`config.mk`:
```
export PLATFORM = sky130hd
export DESIGN_NAME = oam_dma
export DESIGN_NICKNAME = d
export VERILOG_FILES = /design/src/rtl/oam_dma_pkg.sv /design/src/rtl/oam_dma.sv
export SDC_FILE = /design/constraint.sdc
export NUM_CORES = 1
export LEC_CHECK = 0
export CAP_MARGIN = 10
export CORE_ASPECT_RATIO = 1.25
export CORE_MARGIN = 8
export CORE_UTILIZATION = 41
export CTS_CLUSTER_SIZE = 10
export DETAILED_ROUTE_END_ITERATION = 6
export GPL_ROUTABILITY_DRIVEN = 0
export PLACE_DENSITY = 0.84
export SYNTH_ARGS = -nofsm -noshare
export SYNTH_HDL_FRONTEND = slang
export SYNTH_SLANG_ARGS = --single-unit
```
`constraint.sdc`:
```
create_clock -name clk -period 2.05 [get_ports clk]
set_input_delay 0.41 -clock clk [delete_from_list [all_inputs] [get_ports clk]]
set_output_delay 0.41 -clock clk [all_outputs]
set_load 0.01 [all_outputs]
```
`src/rtl/oam_dma_pkg.sv`:
```
// ---------------------------------------------------------------------------
// oam_dma_pkg -- shared definitions for the sprite (OAM) DMA engine.
//
// Holds the FSM state type, the state encodings and the default trigger and
// destination addresses that oam_dma uses as its parameter defaults.
// Also supplies default bus widths (`ADDR_WIDTH / `REG_WIDTH) when the
// enclosing build has not already defined them.
// ---------------------------------------------------------------------------
`ifndef ADDR_WIDTH
`define ADDR_WIDTH 16
`endif
`ifndef REG_WIDTH
`define REG_WIDTH 8
`endif

package oam_dma_pkg;

    // CPU write to this address starts a transfer; the written byte is the page.
    localparam logic [15:0] OAM_DMA_TRIGGER_ADDR = 16'h4014;
    // Every DMA write lands here (PPU OAM data port).
    localparam logic [15:0] OAM_DATA_ADDR        = 16'h2004;

    typedef logic [2:0] dma_state_t;

    localparam dma_state_t IDLE  = 3'd0;
    localparam dma_state_t HALT  = 3'd1;
    localparam dma_state_t ALIGN = 3'd2;
    localparam dma_state_t READ  = 3'd3;
    localparam dma_state_t WRITE = 3'd4;
    localparam dma_state_t DONE  = 3'd5;

endpackage

```
`src/rtl/oam_dma.sv`:
```
// ---------------------------------------------------------------------------
// oam_dma -- sprite DMA: copies XFER_LEN bytes from page {cpu_d,8'h00} to
// the fixed DEST_ADDR port while holding the CPU off the bus.
//
// Ports
//   clk        in   single clock
//   reset      in   synchronous, active-high
//   cpu_addr   in   CPU address, snooped for TRIGGER_ADDR
//   cpu_d      in   CPU write data (source page)
//   cpu_r_w_n  in   CPU read/write strobe (0 = write)
//   rdy        out  CPU ready; 0 halts the CPU
//   bus_oe     out  1 = DMA owns the bus (mux lives in cpu_top)
//   bus_addr   out  DMA address
//   bus_r_w_n  out  DMA read/write (1 = read)
//   bus_dout   out  DMA write data
//   bus_din    in   read data, returned in the same cycle
//   done       out  one-cycle pulse at transfer end
//
// Build option
//   OAM_DMA_ALIGN_EN  when defined, a start that sees parity=1 in HALT
//                     inserts one ALIGN cycle before the first READ.
// ---------------------------------------------------------------------------
module oam_dma
    import oam_dma_pkg::*;
#(
    parameter logic [15:0] TRIGGER_ADDR = OAM_DMA_TRIGGER_ADDR,
    parameter logic [15:0] DEST_ADDR    = OAM_DATA_ADDR,
    parameter int          XFER_LEN     = 256
) (
    input  logic                   clk,
    input  logic                   reset,
    input  logic [`ADDR_WIDTH-1:0] cpu_addr,
    input  logic [`REG_WIDTH-1:0]  cpu_d,
    input  logic                   cpu_r_w_n,
    output logic                   rdy,
    output logic                   bus_oe,
    output logic [`ADDR_WIDTH-1:0] bus_addr,
    output logic                   bus_r_w_n,
    output logic [`REG_WIDTH-1:0]  bus_dout,
    input  logic [`REG_WIDTH-1:0]  bus_din,
    output logic                   done
);

`ifdef OAM_DMA_ALIGN_EN
    localparam bit ALIGN_ON = 1'b1;
`else
    localparam bit ALIGN_ON = 1'b0;
`endif

    // idx of the final byte; idx is 8 bits so 256 maps to 8'hFF.
    localparam logic [7:0] LAST_IDX = 8'(XFER_LEN - 1);

    dma_state_t           state_q, state_d;
    logic [7:0]           page_q,  page_d;
    logic [7:0]           idx_q,   idx_d;
    logic [`REG_WIDTH-1:0] data_q, data_d;
    logic                 parity_q;

    logic trigger;
    assign trigger = !cpu_r_w_n && (cpu_addr == TRIGGER_ADDR);

    always_comb begin
        state_d = state_q;
        page_d  = page_q;
        idx_d   = idx_q;
        data_d  = data_q;
        case (state_q)
            IDLE: begin
                if (trigger) begin
                    page_d  = cpu_d;
                    idx_d   = 8'd0;
                    state_d = HALT;
                end
            end
            // HALT lets the CPU finish its trigger write before we take the bus.
            HALT:  state_d = (ALIGN_ON && parity_q) ? ALIGN : READ;
            ALIGN: state_d = READ;
            READ: begin
                data_d  = bus_din;
                state_d = WRITE;
            end
            WRITE: begin
                idx_d   = idx_q + 8'd1;   // wraps in-page
                state_d = (idx_q == LAST_IDX) ? DONE : READ;
            end
            DONE:    state_d = IDLE;
            default: state_d = IDLE;
        endcase
    end

    always_ff @(posedge clk) begin
        if (reset) begin
            state_q  <= IDLE;
            page_q   <= 8'd0;
            idx_q    <= 8'd0;
            data_q   <= '0;
            parity_q <= 1'b0;
        end else begin
            state_q  <= state_d;
            page_q   <= page_d;
            idx_q    <= idx_d;
            data_q   <= data_d;
            parity_q <= ~parity_q;
        end
    end

    // Outputs are gated by reset directly so an in-flight transfer releases
    // the bus and the CPU in the reset cycle itself, not one cycle later.
    logic in_read, in_write;
    assign in_read  = !reset && (state_q == READ);
    assign in_write = !reset && (state_q == WRITE);

    assign rdy       = reset || (state_q == IDLE) || (state_q == DONE);
    assign bus_oe    = in_read || in_write;
    assign bus_r_w_n = !in_write;
    assign bus_dout  = in_write ? data_q : '0;
    assign done      = !reset && (state_q == DONE);

    always_comb begin
        bus_addr = '0;
        if (in_read)
            bus_addr = `ADDR_WIDTH'({page_q, idx_q});
        else if (in_write)
            bus_addr = `ADDR_WIDTH'(DEST_ADDR);
    end

endmodule

```
==> results.ini <==
[pwr]
peakVddDrop_mv = 0.5020
design_power_total_w = 0.001020
p_leak_nw = 0.8736
cellPowerDensity_mw_per_mm2 = 478.0

[detailed_routing]
num_vias = 1479
drt-initial-drc-count = 50
vias_per_cell = 5.118
dr.pass1.iters = 4
antenna_left = 0
wl_per_cell_microns = 14.23
routed_wl_microns = 4112
drcViolationCount = 0

[place]
preCtsSetupSlack_ps = -323.7
place_area_sq_mm = 0.002140
dp_hpwl_microns = 3127
io_buffers = 62

[sta]
rsz0062_at_grt = true
finalWorstSetupSlack_ps = 7.741
max_slew.worst_pin.slew_ps = 277.0
setup-violations-final = 0
fin_crit_sh = 0.9962
skew_ps = 1.495
relSlewSlack = 0.8127
holdWs_ps = 448.4
slew_violations = 0
fmax_mhz = 489.7
final_hold_viol_count = 0
min_period_ps = 2042

[critical_path]
crit_fanout = 5
worst_setup_path_start_kind = flip-flop
path_cells = or3b_4 > nor2_4 > buf_6 > and2_1 > clkdlybuf4s15_2
reg2reg_depth = 7
crit_family = simple AND/OR/NAND/NOR gates
setup.worst_path.start = state_q[0]$_SDFFE_PP0P_
end_kind = output port
max_stage_delay_ps = 430
crit_type = reg -> out
worstPathArrival_ps = 1630
cp.required_ps = 1640
slowest_stage = or3b_4
critPathCapture = bus_dout[4]
cp_num_cells = 5
rrSetupSlack_ps = 90
rr_endpoint = page_q[6]$_SDFFE_PP0P_
r2r-start = state_q[0]$_SDFFE_PP0P_
critPathBufInv = 2

[logic_synthesis]
netlist_area_sq_mm = 0.001361
syn_inst = 175
synth_top_area_share = 0.3971
avgSynthCellArea_sq_um = 7.779
synthFlopType = dfxtp_1
synth_edf_count = 0
yosysWarnings = 0
seq_area_frac_synth = 0.3971
netlist_top_cells_area = dfxtp_1, and2_1, nand2_1, a21oi_1, nand3_1
synthTopCellsByCount = nand2_1, dfxtp_1, and2_1
yosysMostFrequentCell = nand2_1
synth-seq-cells = 27
yosysTopAreaCell = dfxtp_1
syn_nets = 211
synth_cell_types = 36
synthArstFlopShare = 0

[global_routing]
grt_max_degree = 18
grt_pass1_wl_microns = 6755
grt_usage = 0.1550
grt_pass1_vias = 1484
antenna_found_initial = 0
overflow = 0

[cells_and_area]
insertedDiodeCount = 0
drive_gt1_frac = 0.2143
register_area_sq_um = 543.0
fillers = 289
nets = 289
final_area_sq_mm = 0.002133
syn2layout_area_growth_pct = 56.71
multi_input_area_sq_um = 779.5

[die]
rows = 23
die_w_microns = 67.54
start_util = 0.4262
pin_count = 63
die_area_sq_mm = 0.005432
fp.coreArea_sq_mm = 0.003194
die_y_microns = 80.43

[clock_tree]
tritoncts = built
clkLatencyLatePin_ps = 270
path_clk_slew_ps = 90
cts_root_buf = clkbuf_8
clock_sinks = 27
cts-buffers-inserted = 3
htree_levels = 1
clk_path_buf_depth = 2
hold_buffers = 0

[min_path]
hold_class = reg -> reg

[status]
status = complete, no violations

[run]
drv_cap = 0

==> flip-flops by register name, summed over array words and instances (netlist names) <==
register,count
page_q,8
idx_q,8
state_q,3
data_q,8
==> routing by layer <==
layer  global-route usage  up-vias  wire length (microns)
met5                    0        -                      0
met4              0.05031        0                     55
met3              0.03755        8                    213
met2               0.2716       33                   2204
met1               0.1766      685                   1639
li1                     -      753                      -
==> cells in the final DEF, fill, tap and decap left out, types with 2 or more instances in the layout <==
| cell type | n |
|---|---|
| a211oi_1 | 2 |
| a21oi_1 | 20 |
| a311oi_1 | 4 |
| and2_1 | 22 |
| buf_2 | 10 |
| buf_4 | 18 |
| buf_6 | 4 |
| clkbuf_2 | 5 |
| clkbuf_8 | 3 |
| clkdlybuf4s50_1 | 33 |
| dfxtp_1 | 25 |
| dfxtp_2 | 2 |
| dlygate4sd2_1 | 12 |
| inv_1 | 2 |
| nand2_1 | 33 |
| nand3_1 | 12 |
| nand4_1 | 3 |
| nor2_1 | 8 |
| nor2_4 | 3 |
| nor3_1 | 2 |
| nor4b_1 | 2 |
| o21a_1 | 2 |
| o21ai_0 | 3 |
| xor2_1 | 2 |
==> logic make-up (layout without fill, tap and decap cells) <==
group,Yosys count,after routing,synth area share
xor gates and xnor gates,2,2,0.01287
buffers and inverters,13,90,0.04504
and+or+nand+nor,95,95,0.3649
adders and majority gates,1,1,0.009190
muxes,1,1,0.008271
AOI/OAI and AO/OA,36,36,0.1627
DFF,27,27,0.3971
==> worst register-to-register path: cells and delay by family, from the launching register on <==
| family | cells | cell delay [ps] |
|---|---|---|
| buffers and inverters | 3 | 520 |
| DFF | 1 | 350 |
| AOI/OAI and AO/OA | 1 | 60 |
| and+or+nand+nor | 3 | 940 |
==> per-stage QoR <==
step	TNS, ps	utilization	instances
after floorplan	0	-	175
after global placement	-7330	0.6698	285
after detailed placement	-8424	0.6698	285
after CTS	0	0.6870	289
after global routing	-74.70	0.6678	289
final	0	0.6678	289
==> power breakdown <==
part	internal, W	switching (W)
sequential	0.000533	0.00000684
clock	0.000139	0.000166
combinational	0.000102	0.0000725
==> cell type report <==
cell class                 count  area share
clock buffer                   4     0.02111
inverter                       2    0.003519
multi-input combinational    135      0.3654
sequential                    27      0.2545
tap                           37     0.02170
timing repair buffer          84      0.3337
==> worst min-delay path by stage <==
stage                             endpoint  slack, ps              startpoint  depth (start not counted)
floorplan           page_q[0]$_SDFFE_PP0P_        430  page_q[0]$_SDFFE_PP0P_                          2
global placement    page_q[4]$_SDFFE_PP0P_        430  page_q[4]$_SDFFE_PP0P_                          2
detailed placement  page_q[1]$_SDFFE_PP0P_        440  page_q[1]$_SDFFE_PP0P_                          2
CTS                 page_q[0]$_SDFFE_PP0P_        450  page_q[0]$_SDFFE_PP0P_                          2
global route        page_q[0]$_SDFFE_PP0P_        470  page_q[0]$_SDFFE_PP0P_                          2
finish              page_q[1]$_SDFFE_PP0P_        450  page_q[1]$_SDFFE_PP0P_                          2
==> timing repair <==
action,CTS,global route
gates cloned,0,0
gates resized for setup,58,26
buffers inserted,0,0
endpoints found under the setup margin,28,27
Note: power is estimated with default switching activity, not from simulation.
